**config.mk**
```make
export PLATFORM = sky130hd
export DESIGN_NAME = rr_response_router
export DESIGN_NICKNAME = d
export VERILOG_FILES = /design/src/rtl/arb_pkg.sv /design/src/rtl/rsp_tag_fifo.sv /design/src/rtl/rr_response_router.sv
export SDC_FILE = /design/constraint.sdc
export NUM_CORES = 1
export LEC_CHECK = 0
export ABC_AREA = 1
export BUFFER_PORTS_ARGS = -buffer_cell sky130_fd_sc_hd__buf_2
export CAP_MARGIN = 10
export CORE_ASPECT_RATIO = 0.9
export CORE_UTILIZATION = 35
export CTS_CLUSTER_DIAMETER = 30
export DETAILED_ROUTE_END_ITERATION = 6
export PLACE_DENSITY_LB_ADDON = 0.25
export SYNTH_ARGS = -nofsm -noshare
export SYNTH_HDL_FRONTEND = slang
export SYNTH_SLANG_ARGS = --single-unit
```
**constraint.sdc**
```tcl
create_clock -name clk_i -period 6.1 [get_ports clk_i]
set_input_delay 0.915 -clock clk_i [delete_from_list [all_inputs] [get_ports clk_i]]
set_output_delay 0.915 -clock clk_i [all_outputs]
set_load 0.01 [all_outputs]
```
**src/rtl/arb_pkg.sv**
```systemverilog
// Shared types and helpers for the round-robin arbiter and its response router.
package arb_pkg;
  localparam int ARB_NUM_REQ = 4;
  localparam int ENC_MAX     = 32;

  typedef logic [$clog2(ARB_NUM_REQ)-1:0] req_idx_t;

  function automatic logic onehot_check(input logic [ENC_MAX-1:0] vec);
    return (vec != '0) && ((vec & (vec - ENC_MAX'(1))) == '0);
  endfunction

  // Shared encoder: a vector with several bits set resolves to its lowest set index.
  function automatic int unsigned onehot_to_bin(input logic [ENC_MAX-1:0] vec);
    int unsigned idx;
    idx = 0;
    for (int i = ENC_MAX - 1; i >= 0; i--) begin
      if (vec[i]) idx = i;
    end
    return idx;
  endfunction
endpackage

```
**src/rtl/rsp_tag_fifo.sv**
```systemverilog
// In-order tag FIFO holding the requester index of every outstanding transaction.
module rsp_tag_fifo #(
  parameter int WIDTH = 2,
  parameter int DEPTH = 8
) (
  input  logic                       clk_i,
  input  logic                       arst_i,
  input  logic                       push,
  input  logic [WIDTH-1:0]           push_data,
  input  logic                       pop,
  output logic [WIDTH-1:0]           head,
  output logic                       full,
  output logic                       empty,
  output logic [$clog2(DEPTH):0]     count
);
  localparam int AW    = $clog2(DEPTH);
  localparam int CNT_W = AW + 1;

  logic [WIDTH-1:0] mem [DEPTH];
  logic [AW-1:0]    wr_ptr;
  logic [AW-1:0]    rd_ptr;
  logic             push_en;
  logic             pop_en;

  assign full    = (count == CNT_W'(DEPTH));
  assign empty   = (count == '0);
  assign push_en = push && !full;
  assign pop_en  = pop && !empty;
  assign head    = mem[rd_ptr];

  always_ff @(posedge clk_i or posedge arst_i) begin
    if (arst_i) begin
      wr_ptr <= '0;
      rd_ptr <= '0;
      count  <= '0;
    end else begin
      if (push_en) wr_ptr <= wr_ptr + AW'(1);
      if (pop_en)  rd_ptr <= rd_ptr + AW'(1);
      case ({push_en, pop_en})
        2'b10:   count <= count + CNT_W'(1);
        2'b01:   count <= count - CNT_W'(1);
        default: count <= count;
      endcase
    end
  end

  // Storage needs no reset: pointers and count define which entries are live.
  always_ff @(posedge clk_i) begin
    if (push_en) mem[wr_ptr] <= push_data;
  end
endmodule

```
**src/rtl/rr_response_router.sv**
```systemverilog
// Steers the shared response stream back to the owner of the oldest grant.
// Optional sticky protocol-error flag err_o is built when RSP_ROUTER_ERR_CHECK_EN is defined.
module rr_response_router
  import arb_pkg::*;
#(
  parameter int NUM_REQ    = 4,
  parameter int DATA_WIDTH = 64,
  parameter int MAX_OUTST  = 8
) (
  input  logic                         clk_i,
  input  logic                         arst_i,
  input  logic [NUM_REQ-1:0]           gnt_i,
  output logic                         allow_o,
  input  logic                         rsp_valid_i,
  input  logic [DATA_WIDTH-1:0]        rsp_data_i,
  output logic                         rsp_ready_o,
  output logic [NUM_REQ-1:0]           rsp_valid_o,
  output logic [DATA_WIDTH-1:0]        rsp_data_o,
  input  logic [NUM_REQ-1:0]           rsp_ready_i,
`ifdef RSP_ROUTER_ERR_CHECK_EN
  output logic                         err_o,
`endif
  output logic [$clog2(MAX_OUTST):0]   outst_cnt_o
);
  localparam int IDX_W = $clog2(NUM_REQ);

  logic [ENC_MAX-1:0] gnt_ext;
  logic [IDX_W-1:0]   push_idx;
  logic [IDX_W-1:0]   head;
  logic               full;
  logic               empty;
  logic               pop;

  assign gnt_ext  = ENC_MAX'(gnt_i);
  assign push_idx = IDX_W'(onehot_to_bin(gnt_ext));
  assign pop      = rsp_valid_i && rsp_ready_o;

  rsp_tag_fifo #(
    .WIDTH(IDX_W),
    .DEPTH(MAX_OUTST)
  ) u_tag_fifo (
    .clk_i     (clk_i),
    .arst_i    (arst_i),
    .push      (gnt_i != '0),
    .push_data (push_idx),
    .pop       (pop),
    .head      (head),
    .full      (full),
    .empty     (empty),
    .count     (outst_cnt_o)
  );

  assign allow_o     = !full;
  assign rsp_ready_o = !empty && rsp_ready_i[head];
  assign rsp_data_o  = rsp_data_i;

  always_comb begin
    rsp_valid_o = '0;
    if (rsp_valid_i && !empty) rsp_valid_o[head] = 1'b1;
  end

`ifdef RSP_ROUTER_ERR_CHECK_EN
  always_ff @(posedge clk_i or posedge arst_i) begin
    if (arst_i) begin
      err_o <= 1'b0;
    end else if (((gnt_i != '0) && !onehot_check(gnt_ext)) ||
                 (rsp_valid_i && empty) ||
                 ((gnt_i != '0) && full)) begin
      err_o <= 1'b1;
    end
  end
`endif
endmodule
```
==> results.toml, run 1 <==
[run_status]
status = "complete, no violations"

[critical_path]
cp.required_ns = 6.25
cp_max_fo = 11
r2r_start = "u_tag_fifo.rd_ptr[0]"
r2r-end = "u_tag_fifo.count[3]"
slowest_delay_ns = 0.64
crit_chain = "nand2_1, nand3_1, nand3_2, nand2_4, nand2_2, nand2_2, nand2_4, nand3_4, inv_1, ha_1, ha_1, nand2_1, nor2_1, a211oi_1, nor2_1, nor2_1, nand2_1, xor2_1"
startpoint = "u_tag_fifo.rd_ptr[0]"
start_kind = "flip-flop"
reg2reg_depth = 18
crit_family = "simple AND/OR/NAND/NOR gates"
crit_buf_inv = 1
worst-r2r-setup-slack_ns = 3.26
slowest_stage = "dfrtp_1"
crit_arrival_ns = 3.00
endpoint_kind = "flip-flop"
path_class = "flip-flop to flip-flop"

[finish]
utilization = 0.3169
n_antenna_cell = 0
final_area_um2 = 1685
final_nets = 269
area_growth_pct = -13.49
drive_above_1_share = 0.2139

[floorplan]
fp.dieW_um = 80.64
rows = 25
initial_core_util = 0.3664
io-pin-count = 149
die-area_um2 = 5869
core_area_um2 = 5318
die_y_um = 72.78

[worst_hold_path]
whs_endpoint = "u_tag_fifo.count[0]"
min_path_type = "flip-flop to flip-flop"
hold_path.startpoint = "u_tag_fifo.count[0]"
min_path_cells = 1

[clock_tree]
cts.htree.levels = 1
cts_resized = 0
clk_latency_ns = 0.26
cts_buffers = 3
cts_tree = "yes"
hold_buffers = 0
clockBufferDepth = 2
clkTransAtPathRegs_ns = 0.08
postCtsSetupBuffers = 0
root_buffer = "clkbuf_8"
clock-sinks = 26

[global_route]
grt_max_degree = 15
grt_overflow = 0
grt_pass1_wl_mm = 4.740
grt_pass1_vias = 985
grt.total_usage = 0.1035
grt_antenna_before_repair = 0

[run]
cap_violations = 0

[sta]
hold_viol_final = 0
finalSetupTns_ns = 0
clock_skew_ns = 0.001415
slew_viol_final = 0
setup_viol = 0
post-route-period-util = 0.4657
slew_headroom = 0.3878
fmax_ghz = 0.3520
post-route-min-period_ns = 2.841
worstMarginPinSlew_ns = 0.9113
rsz0062_at_grt = "false"

[synth]
syn_inst = 228
seq_area_frac_synth = 0.3751
ys.flop_type = "edfxtp_1"
synth_edf_count = 16
synthArstFlopShare = 0.3846
ys_warn_count = 0
postSynthAreaPerCell_um2 = 8.544
syn_area_um2 = 1948
yosysUniqueCellTypes = 25
synth_seq_cells = 26
synth_nets = 309

[route]
drc = 0
vias = 1136
ant_nets = 0
avgViaCountPerCell = 4.472
drt_pre_antenna_iters = 4
routed_wl_mm = 2.997
wire_per_inst_um = 11.80
drt-initial-drc-count = 45

[place]
place_hpwl_mm = 2.465
place_congestion = 0.7527
dpl_cell_area_um2 = 1640
port_buffers = 20

[pwr]
power.density_nw_per_um2 = 514.2
ir_drop_uv = 208.9
finalPower_mw = 0.8667
leakage_nw = 0.8325
-- logic make-up (layout without fill, tap and decap cells) --
kind of cell | after synthesis | count (layout) | share of synthesized area
xor+xnor | 5 | 5 | 0.02248
compound gates | 5 | 5 | 0.01413
simple gates | 92 | 92 | 0.2338
flops | 26 | 26 | 0.3751
fa+ha+maj | 6 | 6 | 0.04239
buf+inv | 94 | 53 | 0.3121
-- area by class of cell --
cell class                 instances  area (um2)
fill                             587        3632
sequential                        26       730.7
multi-input combinational        108       609.3
inverter                          29       116.4
timing repair buffer              20       100.1
tap                               67       83.83
clock buffer                       4       45.04
-- layer usage --
layer	track usage	share of wire	vias to the layer above
li1	-	-	565
met1	0.1376	0.46	519
met2	0.1573	0.47	44
met3	0.02875	0.061	8
met4	0.04563	0.011	0
met5	0	0	-
-- synthesized netlist by cell type, types with 3 or more instances --
cell type  number  area share
o21ai_0         3      0.0077
nor2_1         16       0.031
nand2_4         4       0.023
inv_1          27       0.052
ha_1            5       0.032
nor3_1          5       0.013
dfrtp_1        10        0.13
nand2_1        42       0.081
nand3_2         3       0.015
nand4_1         3      0.0096
nand3_1        10       0.026
nand2_2         6       0.019
edfxtp_1       16        0.25
buf_4          64        0.25
xor2_1          4       0.018
-- worst max-delay path by stage --
| stage | to | slack (ns) | cells after the start |
|---|---|---|---|
| floorplan | u_tag_fifo.count[3] | 3.50 | 14 |
| global placement | u_tag_fifo.count[3] | 3.29 | 15 |
| detailed placement | u_tag_fifo.count[3] | 3.20 | 15 |
| CTS | u_tag_fifo.count[3] | 3.24 | 18 |
| global route | u_tag_fifo.count[3] | 3.03 | 18 |
| finish | u_tag_fifo.count[3] | 3.26 | 18 |
-- where the power goes --
| group | switching [mW] | internal [mW] | leakage [nW] |
|---|---|---|---|
| Combinational | 0.291 | 0.171 | 0.540 |
| Clock | 0.0483 | 0.0466 | 0.0228 |
| Sequential | 0.0547 | 0.255 | 0.269 |
| Total | 0.394 | 0.473 | 0.832 |
-- worst reg2reg max path, stage by stage, from the launching register on --
cell and delay [ns]:
dfrtp_1 0.64, nand2_1 0.10, nand3_1 0.12, nand3_2 0.13
nand2_4 0.11, nand2_2 0.05, nand2_2 0.07, nand2_4 0.07
nand3_4 0.09, inv_1 0.05, ha_1 0.23, ha_1 0.33
nand2_1 0.09, nor2_1 0.04, a211oi_1 0.24, nor2_1 0.07
nor2_1 0.09, nand2_1 0.07, xor2_1 0.13
-- sequential cells by signal, indices dropped and copies added, names as in the netlist --
signal,flops
u_tag_fifo.wr_ptr,3
u_tag_fifo.mem,16
u_tag_fifo.rd_ptr,3
u_tag_fifo.count,4
-- cell usage in the layout, fill, tap and decap left out --
cell type,count
nor2_1,16
o21ai_0,3
nand2_2,6
xor2_1,4
ha_1,5
clkbuf_8,3
nand2_4,4
a211oi_1,1
nand3b_1,1
nand2_1,42
dfrtp_1,10
fa_1,1
clkbuf_1,1
nand3_2,3
edfxtp_1,16
or2_2,1
inv_8,1
xnor2_1,1
nor3_1,5
inv_2,1
nand3_1,10
inv_1,27
nand4_1,3
nand3_4,1
buf_2,20
a21oi_1,1
-- per-stage QoR --
stage                     cells  hold slack, ns  setup WS (ns)
after floorplan             228          0.4926          3.497
after global placement      250          0.5202          3.287
after detailed placement    250          0.5223          3.205
after CTS                   254          0.5407          3.236
after global routing        254          0.5602          3.030
final                       254          0.5396          3.259
Note: power is estimated with default switching activity, not from simulation.
==> run 2: changes to the inputs <==
==> constraint.sdc (replaced) <==
create_clock -name clk_i -period 2.9 [get_ports clk_i]
set_input_delay 0.435 -clock clk_i [delete_from_list [all_inputs] [get_ports clk_i]]
set_output_delay 0.435 -clock clk_i [all_outputs]
set_load 0.01 [all_outputs]
==> run 2 against run 1 <==
Effect of this change: clock-buffer cell count down 1; via count down 0.35%; critical path type unchanged; non-clock buffer count unchanged; register-to-register slack worse by 3.0 ns; largest cell class unchanged; die area unchanged; first-iteration DRC count up 44%.
==> results.toml, run 2 (synthesis gave the netlist of run 1 again) <==
[run_status]
status = "complete, no violations"

[clock_tree]
clock-sinks = 26
hold_buffers = 0
cts.htree.levels = 1
clockBufferDepth = 2
postCtsSetupBuffers = 0
clk_latency_ns = 0.27
clkTransAtPathRegs_ns = 0.09
cts_buffers = 3
cts_resized = 0
cts_tree = "yes"
root_buffer = "clkbuf_8"

[global_route]
grt.total_usage = 0.1088
grt_overflow = 0
grt_antenna_before_repair = 0
grt_pass1_wl_mm = 4.830
grt_max_degree = 16
grt_pass1_vias = 1044

[sta]
clock_skew_ns = 0.006175
slew_headroom = 0.4946
rsz0062_at_grt = "false"
worst_slack_ns = 0.2525
finalSetupTns_ns = 0
worstMarginPinSlew_ns = 0.7524
post-route-min-period_ns = 2.647
setup_viol = 0
slew_viol_final = 0
hold_viol_final = 0
post-route-period-util = 0.9129
fmax_ghz = 0.3777

[place]
place_congestion = 0.7981
place_hpwl_mm = 2.494
place_ws_ns = 0.1267
port_buffers = 20
dpl_cell_area_um2 = 1640

[route]
avgViaCountPerCell = 4.457
drc = 0
wire_per_inst_um = 11.76
routed_wl_mm = 2.988
drt_pre_antenna_iters = 4
vias = 1132
ant_nets = 0
drt-initial-drc-count = 65

[critical_path]
reg2reg_depth = 19
r2r-end = "u_tag_fifo.count[3]"
endpoint_kind = "flip-flop"
start_kind = "flip-flop"
cp_max_fo = 11
worst-r2r-setup-slack_ns = 0.25
crit_arrival_ns = 2.81
cp.required_ns = 3.06
path_class = "flip-flop to flip-flop"
r2r_start = "u_tag_fifo.rd_ptr[0]"
critical_path.endpoint = "u_tag_fifo.count[3]"
startpoint = "u_tag_fifo.rd_ptr[0]"

[floorplan]
core_area_um2 = 5318
rows = 25
fp.dieW_um = 80.64
die_y_um = 72.78
io-pin-count = 149
initial_core_util = 0.3664
die-area_um2 = 5869

[finish]
final_area_um2 = 1713
largest_register = "u_tag_fifo.mem"
final_nets = 269
n_fill_cell = 576
final_common_cell = "nand2_1"
drive_above_1_share = 0.2246
area_growth_pct = -12.07
largest_reg_flops = 16
largestRegisters = "u_tag_fifo.mem: 16 flops, u_tag_fifo.count: 4 flops"
final_cell_mix = "nand2_1 (42), inv_1 (27), buf_2 (20)"
n_antenna_cell = 0
utilization = 0.3221

[pwr]
finalPower_mw = 1.905
ir_drop_uv = 450.4
power.density_nw_per_um2 = 1112
leakage_nw = 0.8443

[run]
cap_violations = 0

[worst_hold_path]
min_path_type = "primary input to asynchronous set/reset pin"
[run 2: worst max-delay path: stages, from the launching register on]
cell and delay (ns):
dfrtp_2 0.51, inv_8 0.11, nand2_1 0.07, nand3_2 0.06
nand3_2 0.10, nand2_4 0.12, nand2_2 0.05, nand2_2 0.07
nand2_4 0.07, nand3_4 0.09, inv_1 0.05, ha_1 0.22
ha_1 0.32, nand2_1 0.08, nor2_1 0.04, a211oi_1 0.23
nor2_1 0.07, nor2_1 0.09, nand2_1 0.06, xor2_1 0.13
[run 2: power by group]
part           internal, mW  total [mW]  leakage, nW  switching (mW)
sequential            0.538       0.652        0.268           0.114
combinational         0.359       0.954        0.540           0.595
clock                 0.185       0.299       0.0357           0.114
[run 2: how the worst min path moves through the flow]
| stage | from | end | cells past startpoint |
|---|---|---|---|
| after floorplan | arst_i | u_tag_fifo.count[0] | 1 |
| after detailed placement | arst_i | u_tag_fifo.rd_ptr[1] | 2 |
| after CTS | arst_i | u_tag_fifo.count[2] | 2 |
| final | arst_i | u_tag_fifo.count[2] | 2 |
| after global placement | arst_i | u_tag_fifo.rd_ptr[2] | 2 |
| after global routing | arst_i | u_tag_fifo.wr_ptr[2] | 2 |
[run 2: per-stage QoR]
stage	std cells	hold slack [ns]
5_1_grt	254	0.1829
3_3_place_gp	250	0.4513
4_1_cts	254	0.1548
6_report	254	0.1339
2_1_floorplan	228	0.2752
3_5_place_dp	250	0.4514
[run 2: cell type report]
type,instances,area [um2],share of cell area
tap,67,83.83,0.04894
sequential,26,732.0,0.4273
multi-input combinational,108,609.3,0.3557
inverter,29,116.4,0.06793
clock buffer,3,41.29,0.02411
timing repair buffer,20,100.1,0.05844
clock inverter,1,30.03,0.01753
[run 2: per-layer routing]
| layer | share of wire | track usage | wire (um) | vias up |
|---|---|---|---|---|
| li1 | - | - | - | 565 |
| met1 | 0.45 | 0.1383 | 1356 | 513 |
| met2 | 0.46 | 0.1723 | 1370 | 44 |
| met3 | 0.066 | 0.02500 | 196 | 10 |
| met4 | 0.022 | 0.05754 | 65 | 0 |
| met5 | 0 | 0 | 0 | - |
==> run 3: changes to the inputs <==
--- a/config.mk
+++ b/config.mk
@@ -8,10 +8,13 @@
 export ABC_AREA = 1
 export BUFFER_PORTS_ARGS = -buffer_cell sky130_fd_sc_hd__buf_2
 export CAP_MARGIN = 10
+export CELL_PAD_IN_SITES_DETAIL_PLACEMENT = 0
+export CELL_PAD_IN_SITES_GLOBAL_PLACEMENT = 1
 export CORE_ASPECT_RATIO = 0.9
-export CORE_UTILIZATION = 35
+export CORE_UTILIZATION = 27
 export CTS_CLUSTER_DIAMETER = 30
 export DETAILED_ROUTE_END_ITERATION = 6
+export GPL_TIMING_DRIVEN = 0
 export PLACE_DENSITY_LB_ADDON = 0.25
 export SYNTH_ARGS = -nofsm -noshare
 export SYNTH_HDL_FRONTEND = slang
==> run 3 against run 2 <==
Effect of this change: global-route usage down 1.9 points; worst setup slack better by 0.039 ns; first-iteration DRC count down 46%; die area up 29%; critical endpoint unchanged; clock power down 23%; critical path depth up 1; combinational power up 21%.
==> results.toml, run 3 (synthesis gave the netlist of run 1 again) <==
[pwr]
ir_drop_uv = 325.1
power.density_nw_per_um2 = 787.4
leakage_nw = 1.403

[finish]
final_nets = 398
drive_above_1_share = 0.5443
area_growth_pct = 31.09
largestRegisters = "u_tag_fifo.mem: 16 flops, u_tag_fifo.count: 4 flops"
largest_reg_flops = 16
largest_register = "u_tag_fifo.mem"
final_common_cell = "buf_2"
multiInputGateArea_um2 = 626.9
n_fill_cell = 693
final_cell_mix = "buf_2 (84), buf_4 (64), nand2_1 (42)"
n_antenna_cell = 0
utilization = 0.3777
fin_cells = 406
final-seq-area_um2 = 730.7
final_area_um2 = 2554

[floorplan]
io-pin-count = 149
core_area_um2 = 6761
die-area_um2 = 7559
initial_core_util = 0.2881
fp.dieW_um = 91.54
die_y_um = 82.59
rows = 28

[place]
dpl.cell_count = 402
port_buffers = 84
place_congestion = 0.7314
place_hpwl_mm = 3.117
dpl_cell_area_um2 = 2481

[global_route]
grt_pass1_vias = 1180
grt_pass1_wl_mm = 5.464
grt_overflow = 0
grt_max_degree = 15
grt_antenna_before_repair = 0
grt.total_usage = 0.09022

[critical_path]
crit_arrival_ns = 2.77
cp.required_ns = 3.06
cp_max_fo = 10
endpoint_kind = "flip-flop"
start_kind = "flip-flop"
path_class = "flip-flop to flip-flop"

[sta]
slew_viol_final = 0
finalSetupTns_ns = 0
post-route-period-util = 0.8996
post-route-min-period_ns = 2.609
fin_hold_ws_ns = 0.1404
hold_viol_final = 0
fmax_ghz = 0.3833
rsz0062_at_grt = "false"
worstMarginPinSlew_ns = 0.8747
clock_skew_ns = 0.003830
setup_viol = 0
slew_headroom = 0.4124

[clock_tree]
cts_buffers = 3
clock-sinks = 26
cts_tree = "yes"
clkTransAtPathRegs_ns = 0.09
hold_buffers = 0
root_buffer = "clkbuf_8"
clk_latency_ns = 0.27
cts.htree.levels = 1
clockBufferDepth = 2
postCtsSetupBuffers = 0

[run_status]
status = "complete, no violations"

[run]
cap_violations = 0

[route]
drc = 0
wire_per_inst_um = 9.229
drt-initial-drc-count = 35
drt_pre_antenna_iters = 4
avgViaCountPerCell = 3.820
ant_nets = 0
routed_wl_mm = 3.747
vias = 1551

[worst_hold_path]
min_path_type = "primary input to asynchronous set/reset pin"
[run 3: through the flow]
step	power [mW]	setup WS, ns
6_report	2.011	0.2912
5_1_grt	2.213	0.07142
4_1_cts	2.020	0.1550
3_5_place_dp	1.788	0.1698
2_1_floorplan	1.494	0.4232
3_3_place_gp	1.774	0.1731
[run 3: critical path: stages, from the launching register on]
cell,delay (ns)
dfrtp_1,0.40
buf_6,0.15
inv_8,0.08
nand2_1,0.05
nand3_1,0.09
nand3_2,0.12
nand2_4,0.11
nand2_2,0.05
nand2_2,0.07
nand2_4,0.07
nand3_4,0.09
inv_1,0.06
ha_1,0.25
ha_1,0.29
nand2_1,0.06
nor2_1,0.05
a211oi_2,0.17
nor2_1,0.06
nor2_1,0.09
nand2_1,0.07
xor2_1,0.13
[run 3: worst paths after layout]
kind / from / endpoint / slack, ns / depth (start not counted)
worst min-delay path: arst_i / u_tag_fifo.wr_ptr[1] / 0.14 / 2
max in group asynchronous: arst_i / u_tag_fifo.count[2] / 2.47 / 2
worst max register to register: u_tag_fifo.rd_ptr[0] / u_tag_fifo.count[3] / 0.29 / 20
worst max-delay path: u_tag_fifo.rd_ptr[0] / u_tag_fifo.count[3] / 0.29 / 20
worst min register to register: u_tag_fifo.count[0] / u_tag_fifo.count[0] / 0.53 / 1
min in group clk_i: u_tag_fifo.count[0] / u_tag_fifo.count[0] / 0.53 / 1
[run 3: routing by layer]
layer | up-vias | share of wire | routed length (um) | track usage
met2 | 75 | 0.46 | 1725 | 0.1436
li1 | 827 | - | - | -
met3 | 2 | 0.082 | 308 | 0.01648
met4 | 0 | 0.0051 | 19 | 0.03333
met1 | 647 | 0.45 | 1694 | 0.1228
met5 | - | 0 | 0 | 0
[run 3: area by class of cell]
| class | instances | area share |
|---|---|---|
| Inverter | 29 | 0.04557 |
| Multi-Input combinational cell | 108 | 0.2455 |
| Sequential cell | 26 | 0.2861 |
| Buffer | 65 | 0.1926 |
| Timing Repair Buffer | 84 | 0.1646 |
| Tap cell | 90 | 0.04410 |
| Clock buffer | 4 | 0.02156 |
[run 3: what timing repair did]
item                       4_1_cts  5_1_grt
setup endpoints to repair        0        1
resized for setup                0        2
hold endpoints to repair         0        0
[run 3: power by group]
part | total [mW] | leakage [nW] | switching, mW | internal, mW
sequential | 0.630 | 0.269 | 0.0930 | 0.537
combinational | 1.15 | 1.11 | 0.683 | 0.469
clock | 0.229 | 0.0288 | 0.107 | 0.121
total | 2.01 | 1.40 | 0.884 | 1.13
